==> config.mk <==
export PLATFORM = sky130hd
export DESIGN_NAME = uart_apb_arbiter
export DESIGN_NICKNAME = d
export VERILOG_FILES = /design/src/rtl/uart_pkg.sv /design/src/rtl/uart_rr_picker.sv /design/src/rtl/uart_apb_arbiter.sv
export SDC_FILE = /design/constraint.sdc
export NUM_CORES = 1
export LEC_CHECK = 0
export BUFFER_PORTS_ARGS = -buffer_cell sky130_fd_sc_hd__buf_4
export CAP_MARGIN = 25
export CORE_ASPECT_RATIO = 0.75
export CORE_MARGIN = 3
export CORE_UTILIZATION = 41
export DETAILED_ROUTE_END_ITERATION = 8
export PLACE_DENSITY = 0.8
export SLEW_MARGIN = 15
export SYNTH_ARGS = -nofsm -noshare
export SYNTH_HDL_FRONTEND = slang
export SYNTH_HIERARCHICAL = 1
export SYNTH_SLANG_ARGS = --single-unit
==> constraint.sdc <==
create_clock -name i_apb_pclk -period 2.05 [get_ports i_apb_pclk]
set_input_delay 0.205 -clock i_apb_pclk [delete_from_list [all_inputs] [get_ports i_apb_pclk]]
set_output_delay 0.205 -clock i_apb_pclk [all_outputs]
set_load 0.01 [all_outputs]
==> src/rtl/uart_pkg.sv <==
// Shared UART-block definitions: APB arbiter states and sizing limits.
package uart_pkg;

   localparam int ARB_MAX_MASTERS = 8;

   typedef enum logic [1:0] {
      ARB_IDLE   = 2'd0,
      ARB_SETUP  = 2'd1,
      ARB_ACCESS = 2'd2
   } arb_state_t;

endpackage

==> src/rtl/uart_rr_picker.sv <==
// Combinational round-robin picker: first requester at or after ptr, wrapping.
module uart_rr_picker #(
   parameter int N     = 2,
   parameter int PTR_W = (N > 1) ? $clog2(N) : 1
) (
   input  logic [N-1:0]     req,
   input  logic [PTR_W-1:0] ptr,
   output logic [N-1:0]     grant,
   output logic             valid
);

   logic [PTR_W-1:0] idx_s;

   // Scan from the pointer outward; only the first hit is granted
   always_comb begin
      grant = {N{1'b0}};
      valid = 1'b0;
      idx_s = {PTR_W{1'b0}};
      for (int i = 0; i < N; i++) begin
         idx_s = PTR_W'((int'(ptr) + i) % N);
         if (req[idx_s] && !valid) begin
            grant[idx_s] = 1'b1;
            valid        = 1'b1;
         end else begin
            valid = valid;
         end
      end
   end

endmodule

==> src/rtl/uart_apb_arbiter.sv <==
// Round-robin APB3 arbiter: N upstream masters share one downstream UART regmap slave,
// with a bounded ACCESS wait that terminates a stuck transfer with an error.
module uart_apb_arbiter
   import uart_pkg::*;
#(
   parameter int NUM_MASTERS    = 2,
   parameter int APB_ADDR_WIDTH = 32,
   parameter int APB_DATA_WIDTH = 32,
   parameter int TIMEOUT_CYCLES = 16
) (
   input  logic                                         i_apb_pclk,
   input  logic                                         i_apb_presetn,
   input  logic [NUM_MASTERS-1:0]                       i_m_psel,
   input  logic [NUM_MASTERS-1:0]                       i_m_penable,
   input  logic [NUM_MASTERS-1:0]                       i_m_pwrite,
   input  logic [NUM_MASTERS-1:0][APB_ADDR_WIDTH-1:0]   i_m_paddr,
   input  logic [NUM_MASTERS-1:0][APB_DATA_WIDTH-1:0]   i_m_pwdata,
   output logic [NUM_MASTERS-1:0]                       o_m_pready,
   output logic [NUM_MASTERS-1:0]                       o_m_pslverr,
   output logic [APB_DATA_WIDTH-1:0]                    o_m_prdata,
   output logic                                         o_apb_psel,
   output logic                                         o_apb_penable,
   output logic                                         o_apb_pwrite,
   output logic [APB_ADDR_WIDTH-1:0]                    o_apb_paddr,
   output logic [APB_DATA_WIDTH-1:0]                    o_apb_pwdata,
   input  logic                                         i_apb_pready,
   input  logic                                         i_apb_pslverr,
   input  logic [APB_DATA_WIDTH-1:0]                    i_apb_prdata,
   output logic [NUM_MASTERS-1:0]                       o_grant,
   output logic                                         o_timeout
);

   localparam int               PTR_W    = $clog2(NUM_MASTERS);
   localparam bit               TO_EN    = (TIMEOUT_CYCLES > 0);
   localparam int               CNT_W    = TO_EN ? $clog2(TIMEOUT_CYCLES + 1) : 1;
   localparam logic [CNT_W-1:0] CNT_LAST = CNT_W'(TO_EN ? TIMEOUT_CYCLES - 1 : 0);
   localparam logic [CNT_W-1:0] CNT_MAX  = CNT_W'(TO_EN ? TIMEOUT_CYCLES : 0);
   localparam logic [PTR_W-1:0] PTR_LAST = PTR_W'(NUM_MASTERS - 1);

   arb_state_t                state_r, state_nxt_s;
   logic [PTR_W-1:0]          ptr_r, owner_r, ptr_nxt_s, pick_idx_s;
   logic [NUM_MASTERS-1:0]    grant_r, pick_grant_s;
   logic                      pick_valid_s, done_s, expire_s;
   logic                      psel_r, penable_r, pwrite_r;
   logic [APB_ADDR_WIDTH-1:0] paddr_r;
   logic [APB_DATA_WIDTH-1:0] pwdata_r;
   logic [CNT_W-1:0]          cnt_r;

   uart_rr_picker #(.N(NUM_MASTERS), .PTR_W(PTR_W)) u_picker (
      .req   (i_m_psel),
      .ptr   (ptr_r),
      .grant (pick_grant_s),
      .valid (pick_valid_s)
   );

   // One-hot pick to index, used to mux the winner's request fields
   always_comb begin
      pick_idx_s = {PTR_W{1'b0}};
      for (int i = 0; i < NUM_MASTERS; i++) begin
         if (pick_grant_s[i]) begin
            pick_idx_s = PTR_W'(i);
         end else begin
            pick_idx_s = pick_idx_s;
         end
      end
   end

   assign ptr_nxt_s = (owner_r == PTR_LAST) ? {PTR_W{1'b0}} : owner_r + PTR_W'(1);

   // FSM state register
   always_ff @(posedge i_apb_pclk or negedge i_apb_presetn) begin
      if (!i_apb_presetn) begin
         state_r <= ARB_IDLE;
      end else begin
         state_r <= state_nxt_s;
      end
   end

   // Next state; a real pready in the last allowed cycle beats the timeout
   always_comb begin
      state_nxt_s = state_r;
      done_s      = 1'b0;
      expire_s    = 1'b0;
      case (state_r)
         ARB_IDLE: begin
            if (pick_valid_s) begin
               state_nxt_s = ARB_SETUP;
            end else begin
               state_nxt_s = ARB_IDLE;
            end
         end
         ARB_SETUP: state_nxt_s = ARB_ACCESS;
         ARB_ACCESS: begin
            if (i_apb_pready) begin
               done_s      = 1'b1;
               state_nxt_s = ARB_IDLE;
            end else if (TO_EN && (cnt_r == CNT_LAST)) begin
               done_s      = 1'b1;
               expire_s    = 1'b1;
               state_nxt_s = ARB_IDLE;
            end else begin
               state_nxt_s = ARB_ACCESS;
            end
         end
         default: state_nxt_s = ARB_IDLE;
      endcase
   end

   // Downstream request registers, grant and round-robin pointer
   always_ff @(posedge i_apb_pclk or negedge i_apb_presetn) begin
      if (!i_apb_presetn) begin
         grant_r   <= {NUM_MASTERS{1'b0}};
         owner_r   <= {PTR_W{1'b0}};
         ptr_r     <= {PTR_W{1'b0}};
         psel_r    <= 1'b0;
         penable_r <= 1'b0;
         pwrite_r  <= 1'b0;
         paddr_r   <= {APB_ADDR_WIDTH{1'b0}};
         pwdata_r  <= {APB_DATA_WIDTH{1'b0}};
      end else begin
         case (state_r)
            ARB_IDLE: begin
               if (pick_valid_s) begin
                  grant_r   <= pick_grant_s;
                  owner_r   <= pick_idx_s;
                  psel_r    <= 1'b1;
                  penable_r <= 1'b0;
                  pwrite_r  <= i_m_pwrite[pick_idx_s];
                  paddr_r   <= i_m_paddr[pick_idx_s];
                  pwdata_r  <= i_m_pwdata[pick_idx_s];
               end
            end
            ARB_SETUP: penable_r <= 1'b1;
            ARB_ACCESS: begin
               if (done_s) begin
                  psel_r    <= 1'b0;
                  penable_r <= 1'b0;
                  grant_r   <= {NUM_MASTERS{1'b0}};
                  ptr_r     <= ptr_nxt_s;
               end
            end
            default: begin
               psel_r    <= 1'b0;
               penable_r <= 1'b0;
               grant_r   <= {NUM_MASTERS{1'b0}};
            end
         endcase
      end
   end

   // Saturating count of ACCESS wait cycles, cleared outside ACCESS
   always_ff @(posedge i_apb_pclk or negedge i_apb_presetn) begin
      if (!i_apb_presetn) begin
         cnt_r <= {CNT_W{1'b0}};
      end else if ((state_r != ARB_ACCESS) || done_s) begin
         cnt_r <= {CNT_W{1'b0}};
      end else if (cnt_r != CNT_MAX) begin
         cnt_r <= cnt_r + CNT_W'(1);
      end
   end

   // Completion routed to the owner only; dropped if the owner abandoned psel
   always_comb begin
      o_m_pready  = {NUM_MASTERS{1'b0}};
      o_m_pslverr = {NUM_MASTERS{1'b0}};
      o_m_prdata  = {APB_DATA_WIDTH{1'b0}};
      if (done_s) begin
         o_m_prdata = expire_s ? {APB_DATA_WIDTH{1'b0}} : i_apb_prdata;
         if (i_m_psel[owner_r]) begin
            o_m_pready[owner_r]  = 1'b1;
            o_m_pslverr[owner_r] = expire_s | i_apb_pslverr;
         end else begin
            o_m_pready = {NUM_MASTERS{1'b0}};
         end
      end else begin
         o_m_prdata = {APB_DATA_WIDTH{1'b0}};
      end
   end

   assign o_apb_psel    = psel_r;
   assign o_apb_penable = penable_r;
   assign o_apb_pwrite  = pwrite_r;
   assign o_apb_paddr   = paddr_r;
   assign o_apb_pwdata  = pwdata_r;
   assign o_grant       = grant_r;
   assign o_timeout     = expire_s;

   logic unused_s;
   assign unused_s = ^i_m_penable;

endmodule
==> results of run 1 <==
-- per-layer routing --
| metal | vias to the layer above | part of all wire (%) | track usage (%) |
|---|---|---|---|
| met5 | - | 0 | 0 |
| met4 | 0 | 1.5 | 5.01 |
| met3 | 17 | 8.0 | 6.70 |
| met2 | 153 | 51 | 37.4 |
| met1 | 1822 | 40 | 26.0 |
| li1 | 1886 | - | - |
-- layout by cell type (no fill, tap or decap), types with 2 or more instances in the layout --
| cell | instances |
|---|---|
| a21oi_1 | 68 |
| a31oi_1 | 2 |
| and3_1 | 33 |
| and3b_1 | 2 |
| buf_12 | 4 |
| buf_4 | 278 |
| bufinv_16 | 2 |
| clkbuf_1 | 2 |
| clkbuf_16 | 9 |
| clkinv_2 | 2 |
| dfrtp_1 | 77 |
| ha_2 | 2 |
| inv_1 | 6 |
| mux2i_1 | 66 |
| nand2_1 | 3 |
| nand3_1 | 3 |
| nor2_1 | 74 |
| o21ai_0 | 2 |
| o2bb2ai_1 | 2 |
| o31ai_1 | 2 |
-- through the flow --
stage | cell area, µm² | power (mW) | utilization, % | setup slack [ps]
2_1_floorplan | 3890 | 4.60 | - | 390
3_3_place_gp | 6060 | 6.32 | 66.2 | 381
3_5_place_dp | 6060 | 6.46 | 66.2 | 321
4_1_cts | 6390 | 8.18 | 69.8 | 26.0
5_1_grt | 6410 | 8.68 | 70.0 | 2.73
6_report | 6410 | 8.11 | 70.0 | 132
-- cell type report --
type,instances,share of cell area [%]
Timing Repair Buffer,283,34.0
Sequential cell,78,30.5
Multi-Input combinational cell,277,27.8
Clock buffer,12,3.84
Tap cell,128,2.50
Clock inverter,4,1.09
Inverter,6,0.351
-- what timing repair did --
action,4_1_cts,5_1_grt
hold buffers,1,0
setup endpoints to repair,0,36
hold endpoints to repair,40,0
gates resized for setup,0,3
buffers inserted,0,2
-- worst max-delay path by stage --
stage / start / end / depth (start not counted) / slack [ps]
after floorplan: cnt_r[0] / cnt_r[0] / 6 / 390
after global placement: cnt_r[0] / cnt_r[0] / 7 / 380
after detailed placement: cnt_r[0] / cnt_r[0] / 7 / 320
after CTS: cnt_r[0] / o_m_pready[1] / 7 / 30
after global routing: state_r[1] / o_m_prdata[25] / 4 / 3
final: state_r[1] / o_m_prdata[17] / 4 / 130
-- state kept, by name, summed over array words and instances, names as in the netlist --
signal,count
o_apb_pwdata,32
o_apb_penable,1
ptr_r,1
cnt_r,5
o_grant,2
o_apb_paddr,32
o_apb_psel,1
o_apb_pwrite,1
owner_r,1
state_r,2
-- worst max-delay path, delay by kind of cell, from the launching register on --
family | cells | cell delay [ps]
buffers and inverters | 2 | 450
flip-flops | 1 | 470
AND/OR/NAND/NOR | 2 | 470
-- kinds of logic (layout without fill, tap and decap cells) --
logic type               Yosys count  in the layout  synth area share, %
multiplexers                      67             67                 17.3
adder cells (fa/ha/maj)            3              3                0.965
AO/OA/AOI/OAI                     81             81                 11.1
AND/OR/NAND/NOR                  124            124                 15.6
flip-flops                        78             78                 50.2
XOR/XNOR                           2              2                0.450
buffers and inverters             37            305                 4.44
-- power groups by stage --
stage | logic (mW) | clock network, mW | registers (mW)
CTS | 3.75 | 1.72 | 2.71
global route | 4.09 | 1.79 | 2.80
global placement | 3.65 | 0 | 2.67
detailed placement | 3.74 | 0 | 2.72
finish | 3.72 | 1.68 | 2.71
floorplan | 1.64 | 0 | 2.97
==> flow_metrics.tcl, run 1 <==
set metrics [dict create \
    cts_tree "built" \
    synth_cells 392 \
    yosys.area.top_type_share_pct 50.2 \
    drv_slew 0 \
    n_fill_cell 732 \
    switching_power_mw 2.90 \
    run_status "finished clean" \
    path_max_fanout 34 \
    dpl.cell_count 769 \
    fin_skew_ps 4.59 \
    root_buffer "clkbuf_16" \
    cap_viol_max_count 0 \
    die_h_um 90.4 \
    p_clk_share_pct 20.7 \
    worst_path_largest_cell_delay_ps 470 \
    cts_buffers 9 \
    hold_slack_ps 174 \
    combPwrFrac_pct 45.9 \
    avgSynthCellArea_um2 9.92 \
    p_leak_nw 3.27 \
    row_count 30 \
    drt_iter0_drc 161 \
    holdPathEnd "o_apb_paddr[28]" \
    critical_path_class "reg2out" \
    holdPathStages 3 \
    drt_wl_total_um 11900 \
    hold_viol_final 0 \
    synthArstFlopShare_pct 100 \
    vias 3878 \
    vias_per_cell 4.92 \
    die_area_um2 10700 \
    ys_top_cells_by_count "78 x dfrtp_1, 74 x nor2_1, 68 x a21oi_1, 66 x mux2i_1, 33 x and3_1" \
    synth_nets 565 \
    irDropWorstVdd_mv 0.697 \
    ff_latch_area_um2 1950 \
    swShare_pct 35.8 \
    grt_max_degree 75 \
    yosys_warnings 6 \
    start_util_pct 42.5 \
    r2r-start "cnt_r[0]" \
    synth_edf_count 0 \
    cts.sinks 78 \
    reg2reg_depth 7 \
    hold_class "in2reg" \
    setup_tns_ps 0 \
    io_pins 276 \
    dp_hpwl_um 9240 \
    drive_gt1_share_pct 45.8 \
    portBuffers 273 \
    multi_input_comb_area_um2 1780 \
    arrival_ps 1710 \
    cts-htree-levels 3 \
    finalNetCount 828 \
    r2r_end "cnt_r[0]" \
    drc 0 \
    instances_no_fill 788 \
    fin_crit_ps 1920 \
    finalCritPeriodShare_pct 93.6 \
    crit_path_start_kind "flip-flop" \
    synth_seq_cells 78 \
    cp.required_ps 1850 \
    grt_pass1_vias 3869 \
    critPathMostFrequentCell "buf_4" \
    worst_setup_hold_path_clk_slew_ps 60 \
    crit_chain "nor2b_1 > buf_4 > and3_1 > buf_4" \
    yosysMostFrequentCell "dfrtp_1" \
    drtAntennaViolNets 0 \
    gp_congestion 0.828 \
    ys_seq_area_share_pct 50.2 \
    clock_path_buffers 2 \
    ys.flop_type "dfrtp_1" \
    coreArea_um2 9160 \
    hold_start "i_m_paddr[28]" \
    insertion_delay_ps 330 \
    grt_overflow 0 \
    antenna_cells 0 \
    firstDrtPassIters 4 \
    antenna_found_initial 0 \
    powerDensity_nw_per_um2 1260 \
    syn_area_um2 3890 \
    synth.area.top_cells "dfrtp_1 50%, mux2i_1 17%, a21oi_1 8.7%" \
    yosysTopAreaCell "dfrtp_1" \
    internal-power_mw 5.21 \
    seqPwrFrac_pct 33.4 \
    end_kind "primary output" \
    rsz0062_at_grt "false" \
    critPathSlowestCell "dfrtp_2" \
    maxSlewHeadroom_pct 64.2 \
    tightest_slew_ps 538 \
    grt_usage_pct 21.4 \
    fmax_ghz 0.521 \
    setup_viol_count_final 0 \
    wl_per_cell_um 15.1 \
    synth.distinct_cells 34 \
    ff2ff_setup_slack_ps 450 \
    grt_pass1_wl_um 18900 \
    die_w_um 118 \
    syn_to_final_growth_pct 64.8 \
]
No activity file was read; power rests on OpenSTA's default activity.
==> run 2, diff against run 1 <==
PLACE_DENSITY = 0.78   (was 0.8)
==> run 2 against run 1 <==
Effect of this change: clock-buffer cell count shrank 2; critical endpoint is now o_m_prdata[9]; maximum frequency shrank 0.99%; register-to-register slack lost 20 ps; highest routed layer unchanged; largest cell class unchanged; first-iteration DRC count shrank 7.5%; non-clock buffer count grew 2; routed wire length grew 0.88%; design area grew 0.68%; critical path depth is the same; cell count grew 0.25%.
==> flow_metrics.tcl, run 2 (synthesis results as in run 1) <==
set metrics [dict create \
    internal-power_mw 5.25 \
    grt_pass1_vias 3845 \
    firstDrtPassIters 4 \
    layout_commonest_cell "buf_4" \
    cts.sinks 78 \
    drtAntennaViolNets 0 \
    worst_path_largest_cell_delay_ps 560 \
    row_count 30 \
    n_fill_cell 704 \
    hold_class "in2reg" \
    worst_setup_hold_path_clk_slew_ps 60 \
    portBuffers 273 \
    cp.required_ps 1850 \
    grt_max_degree 49 \
    crit_chain "nor2b_1 > buf_4 > and3_1 > buf_4" \
    hold_viol_final 0 \
    grt_usage_pct 21.7 \
    finalWorstSetupSlack_ps 113 \
    path_delay_family "flip-flops" \
    rsz0062_at_grt "false" \
    run_status "finished clean" \
    crit_path_start_kind "flip-flop" \
    critPathSlowestCell "dfrtp_1" \
    die_area_um2 10700 \
    gp_congestion 0.754 \
    clock_path_buffers 2 \
    cts_buffers 9 \
    wl_per_cell_um 15.2 \
    cts-htree-levels 3 \
    start_util_pct 42.5 \
    p_leak_nw 3.29 \
    critPathMostFrequentCell "buf_4" \
    syn_to_final_growth_pct 65.9 \
    power.total_mw 8.23 \
    swShare_pct 36.2 \
    placed_area_um2 6100 \
    fin_area_um2 6450 \
    irDropWorstVdd_mv 0.615 \
    drive_gt1_share_pct 46.1 \
    p_clk_share_pct 21.3 \
    grt_pass1_wl_um 19100 \
    finalCritPeriodShare_pct 94.5 \
    fin_skew_ps 10.1 \
    drt_wl_total_um 12000 \
    antenna_found_initial 0 \
    die_h_um 90.4 \
    dp_hpwl_um 9290 \
    grt_overflow 0 \
    finalNetCount 830 \
    arrival_ps 1730 \
    antenna_cells 0 \
    die_w_um 118 \
    vias 3823 \
    maxSlewHeadroom_pct 65.4 \
    fmax_ghz 0.516 \
    vias_per_cell 4.84 \
    powerDensity_nw_per_um2 1270 \
    path_max_fanout 32 \
    crit_buf_inv 2 \
    io_pins 276 \
    combPwrFrac_pct 45.8 \
    switching_power_mw 2.98 \
    place_ws_ps 331 \
    drt_iter0_drc 149 \
    drv_slew 0 \
    fin_crit_ps 1940 \
    dpl.cell_count 772 \
    root_buffer "clkbuf_16" \
    drc 0 \
    mostFrequentLayoutCells "279 x buf_4, 78 x dfrtp_1, 73 x nor2_1, 68 x a21oi_1, 66 x mux2i_1" \
    end_kind "primary output" \
    insertion_delay_ps 330 \
    critical_path_class "reg2out" \
    coreArea_um2 9160 \
    setup_viol_count_final 0 \
    setup_tns_ps 0 \
    cts_tree "built" \
    instances_no_fill 790 \
    seqPwrFrac_pct 32.9 \
    cap_viol_max_count 0 \
    tightest_slew_ps 519 \
]
## run 2: cell type report
| cell class | instances | area, µm² | share of cell area, % |
|---|---|---|---|
| tap | 128 | 160 | 2.48 |
| sequential | 78 | 1950 | 30.2 |
| inverter | 6 | 22.5 | 0.349 |
| timing repair buffer | 285 | 2200 | 34.2 |
| clock inverter | 6 | 95.1 | 1.47 |
| clock buffer | 10 | 239 | 3.70 |
| multi-input combinational | 277 | 1780 | 27.6 |
## run 2: path summary, 6_finish.rpt
kind	from	end	slack (ps)	depth (start not counted)
worst max register to register	cnt_r[0]	cnt_r[0]	430	7
worst min-delay path	i_m_paddr[10]	o_apb_paddr[10]	170	3
max in group asynchronous	i_apb_presetn	o_apb_pwdata[11]	1040	3
min in group asynchronous	i_apb_presetn	o_apb_paddr[23]	400	2
worst max-delay path	state_r[1]	o_m_prdata[9]	110	4
worst min register to register	o_apb_psel	o_apb_psel	500	1
## run 2: per-stage QoR
stage	utilization (%)	hold slack, ps
after detailed placement	66.6	212
after global placement	66.6	207
after CTS	70.3	162
after global routing	70.5	169
final	70.5	165
after floorplan	-	-90.6
## run 2: routing by layer
metal / share of wire, % / track usage [%] / vias to the layer above
li1: - / - / 1895
met1: 40 / 26.2 / 1762
met2: 51 / 38.0 / 151
met3: 8.1 / 7.70 / 15
met4: 1.2 / 3.86 / 0
met5: 0 / 0 / -
## run 2: worst reg2reg max path: stages (launching register included)
cell     delay (ps)
dfrtp_1         400
ha_1            230
and3_1          150
ha_2            200
nor2_2          100
buf_4           140
nand2_1         120
nor3_1          200
## run 2: power groups by stage
stage / clock network, mW / logic, mW / registers (mW)
floorplan: 0 / 1.64 / 2.97
global placement: 0 / 3.69 / 2.68
detailed placement: 0 / 3.81 / 2.72
CTS: 1.79 / 3.81 / 2.71
global route: 1.88 / 4.16 / 2.81
finish: 1.75 / 3.77 / 2.71
## run 2: what timing repair did
item,4_1_cts,5_1_grt
resized for setup,0,2
buffers inserted,0,1
endpoints found under the hold margin,38,0
hold buffers,1,0
endpoints found under the setup margin,0,4
==> run 3, diff against run 2 <==
BUFFER_PORTS_ARGS = unset   (was -buffer_cell sky130_fd_sc_hd__buf_4)
CORE_AREA = 3 3 107 109   (was unset)
CORE_ASPECT_RATIO = unset   (was 0.75)
CORE_MARGIN = unset   (was 3)
CORE_UTILIZATION = unset   (was 41)
DIE_AREA = 0 0 110 112   (was unset)
DONT_BUFFER_PORTS = 1   (was unset)
PLACE_DENSITY = 0.48   (was 0.78)
RECOVER_POWER = 25   (was unset)
clock period = 2.4 ns   (was 2.05 ns; I/O delays follow)
==> run 3 against run 2 <==
Effect of this change: non-clock buffer count shrank 276; flip-flop and latch count unchanged; core utilization decreased by 31 points; die area rose by 15%; via count down 27%; critical path depth grew 2; global-route usage is 6.3 points lower; highest routed layer unchanged; clock power shrank 42%; design area decreased by 35%; sequential share of layout area is 16 points higher.
==> flow_metrics.tcl, run 3 (synthesis results as in run 1) <==
set metrics [dict create \
    syn_to_final_growth_pct 8.52 \
    fin_skew_ps 9.61 \
    run_status "finished clean" \
    vias_per_cell 5.34 \
    hold_class "in2reg" \
    instances_no_fill 526 \
    placed_area_um2 4000 \
    mostFrequentLayoutCells "78 x dfrtp_1, 74 x nor2_1, 68 x a21oi_1, 66 x mux2i_1, 33 x and3_1" \
    finalWorstSetupSlack_ps 436 \
    finalNetCount 554 \
    post_cts_buffers 0 \
    postLayoutCoreUtil_pct 39.5 \
    internal-power_mw 3.10 \
    drtAntennaViolNets 0 \
    grt_pass1_wl_um 14500 \
    p_leak_nw 1.87 \
    dpl.cell_count 508 \
    start_util_pct 36.4 \
    cts_resized 0 \
    finalCritPeriodShare_pct 81.8 \
    switching_power_mw 2.22 \
    row_count 38 \
    p_clk_share_pct 19.0 \
    drv_slew 0 \
    fin_crit_ps 1960 \
    hold_slack_ps 106 \
    fmax_ghz 0.509 \
    postCtsHoldBufs 2 \
    die_h_um 112 \
    tightest_slew_ps 1050 \
    vias 2809 \
    gp_congestion 0.732 \
    grt_usage_pct 15.4 \
    rsz0062_at_grt "false" \
    cts_tree "built" \
    crit_path_start_kind "flip-flop" \
    seqPwrFrac_pct 50.6 \
    drive_gt1_share_pct 6.74 \
    layout_commonest_cell "dfrtp_1" \
    worst_setup_hold_path_clk_slew_ps 90 \
    io_pins 276 \
    drc 0 \
    hold_viol_final 0 \
    setup_viol_count_final 0 \
    die_w_um 110 \
    cts.sinks 78 \
    end_kind "primary output" \
    cts_buffers 9 \
    firstDrtPassIters 4 \
    irDropWorstVdd_mv 0.400 \
    grt_overflow 0 \
    power.total_mw 5.32 \
    grt_pass1_vias 2796 \
    critical_path_class "reg2out" \
    cp.required_ps 2160 \
    wl_per_cell_um 18.7 \
    antenna_found_initial 0 \
    antenna_cells 0 \
    coreArea_um2 10700 \
    root_buffer "clkbuf_8" \
    drt_iter0_drc 142 \
    combPwrFrac_pct 30.4 \
    maxSlewHeadroom_pct 30.0 \
    cap_viol_max_count 0 \
    clock_path_buffers 2 \
    dp_hpwl_um 7440 \
    insertion_delay_ps 340 \
    fin_area_um2 4220 \
    portBuffers 0 \
    grt_max_degree 79 \
    arrival_ps 1720 \
    setup_tns_ps 0 \
    cts-htree-levels 3 \
    die_area_um2 12300 \
    swShare_pct 41.8 \
    powerDensity_nw_per_um2 1260 \
    place_ws_ps 732 \
    drt_wl_total_um 9860 \
    path_max_fanout 7 \
]
==> run 3: cell types whose count changed in the layout (fill, tap and decap cells not counted), sizes merged <==
cell and change:
clkinv -2, clkinvlp +2, buf -277, clkbuf +2, bufinv -1
==> run 3: area by class of cell <==
type | count | area (µm²)
Sequential cell | 78 | 1950
Tap cell | 140 | 175
Timing Repair Buffer | 9 | 95.1
Clock buffer | 11 | 141
Fill cell | 1058 | 6480
Inverter | 6 | 22.5
Clock inverter | 5 | 58.8
Multi-Input combinational cell | 277 | 1780
==> run 3: per-layer routing <==
metal  global-route usage, %  up-vias  wire (µm)
met3                    5.86        9       1090
met5                       0        -          0
li1                        -     1332          -
met2                    27.7      186       5250
met4                    4.90        0        114
met1                    16.2     1282       3410
==> run 3: power groups by stage <==
stage | combinational [mW] | clock [mW] | sequential [mW]
2_1_floorplan | 1.40 | 0 | 2.53
3_3_place_gp | 1.56 | 0 | 2.74
3_5_place_dp | 1.63 | 0 | 2.72
4_1_cts | 1.65 | 1.06 | 2.71
5_1_grt | 1.87 | 1.11 | 2.77
6_report | 1.62 | 1.01 | 2.69
==> run 3: path summary, 6_finish.rpt <==
| check | end | slack [ps] | from | depth (start not counted) |
|---|---|---|---|---|
| worst max-delay path | o_m_pready[1] | 440 | cnt_r[0] | 6 |
| worst min-delay path | o_apb_pwdata[24] | 110 | i_m_pwdata[24] | 2 |
| worst max register to register | o_apb_pwdata[9] | 740 | ptr_r | 5 |
| worst min register to register | ptr_r | 510 | owner_r | 1 |
| max in group asynchronous | cnt_r[3] | 1100 | i_apb_presetn | 2 |
| min in group asynchronous | o_apb_paddr[22] | 640 | i_apb_presetn | 2 |
==> run 3: critical path, cell delays in order (launching register included) <==
cell	delay, ps
dfrtp_1	410
ha_1	230
and3_1	150
ha_1	220
nor2_1	130
buf_4	170
nor2_1	80
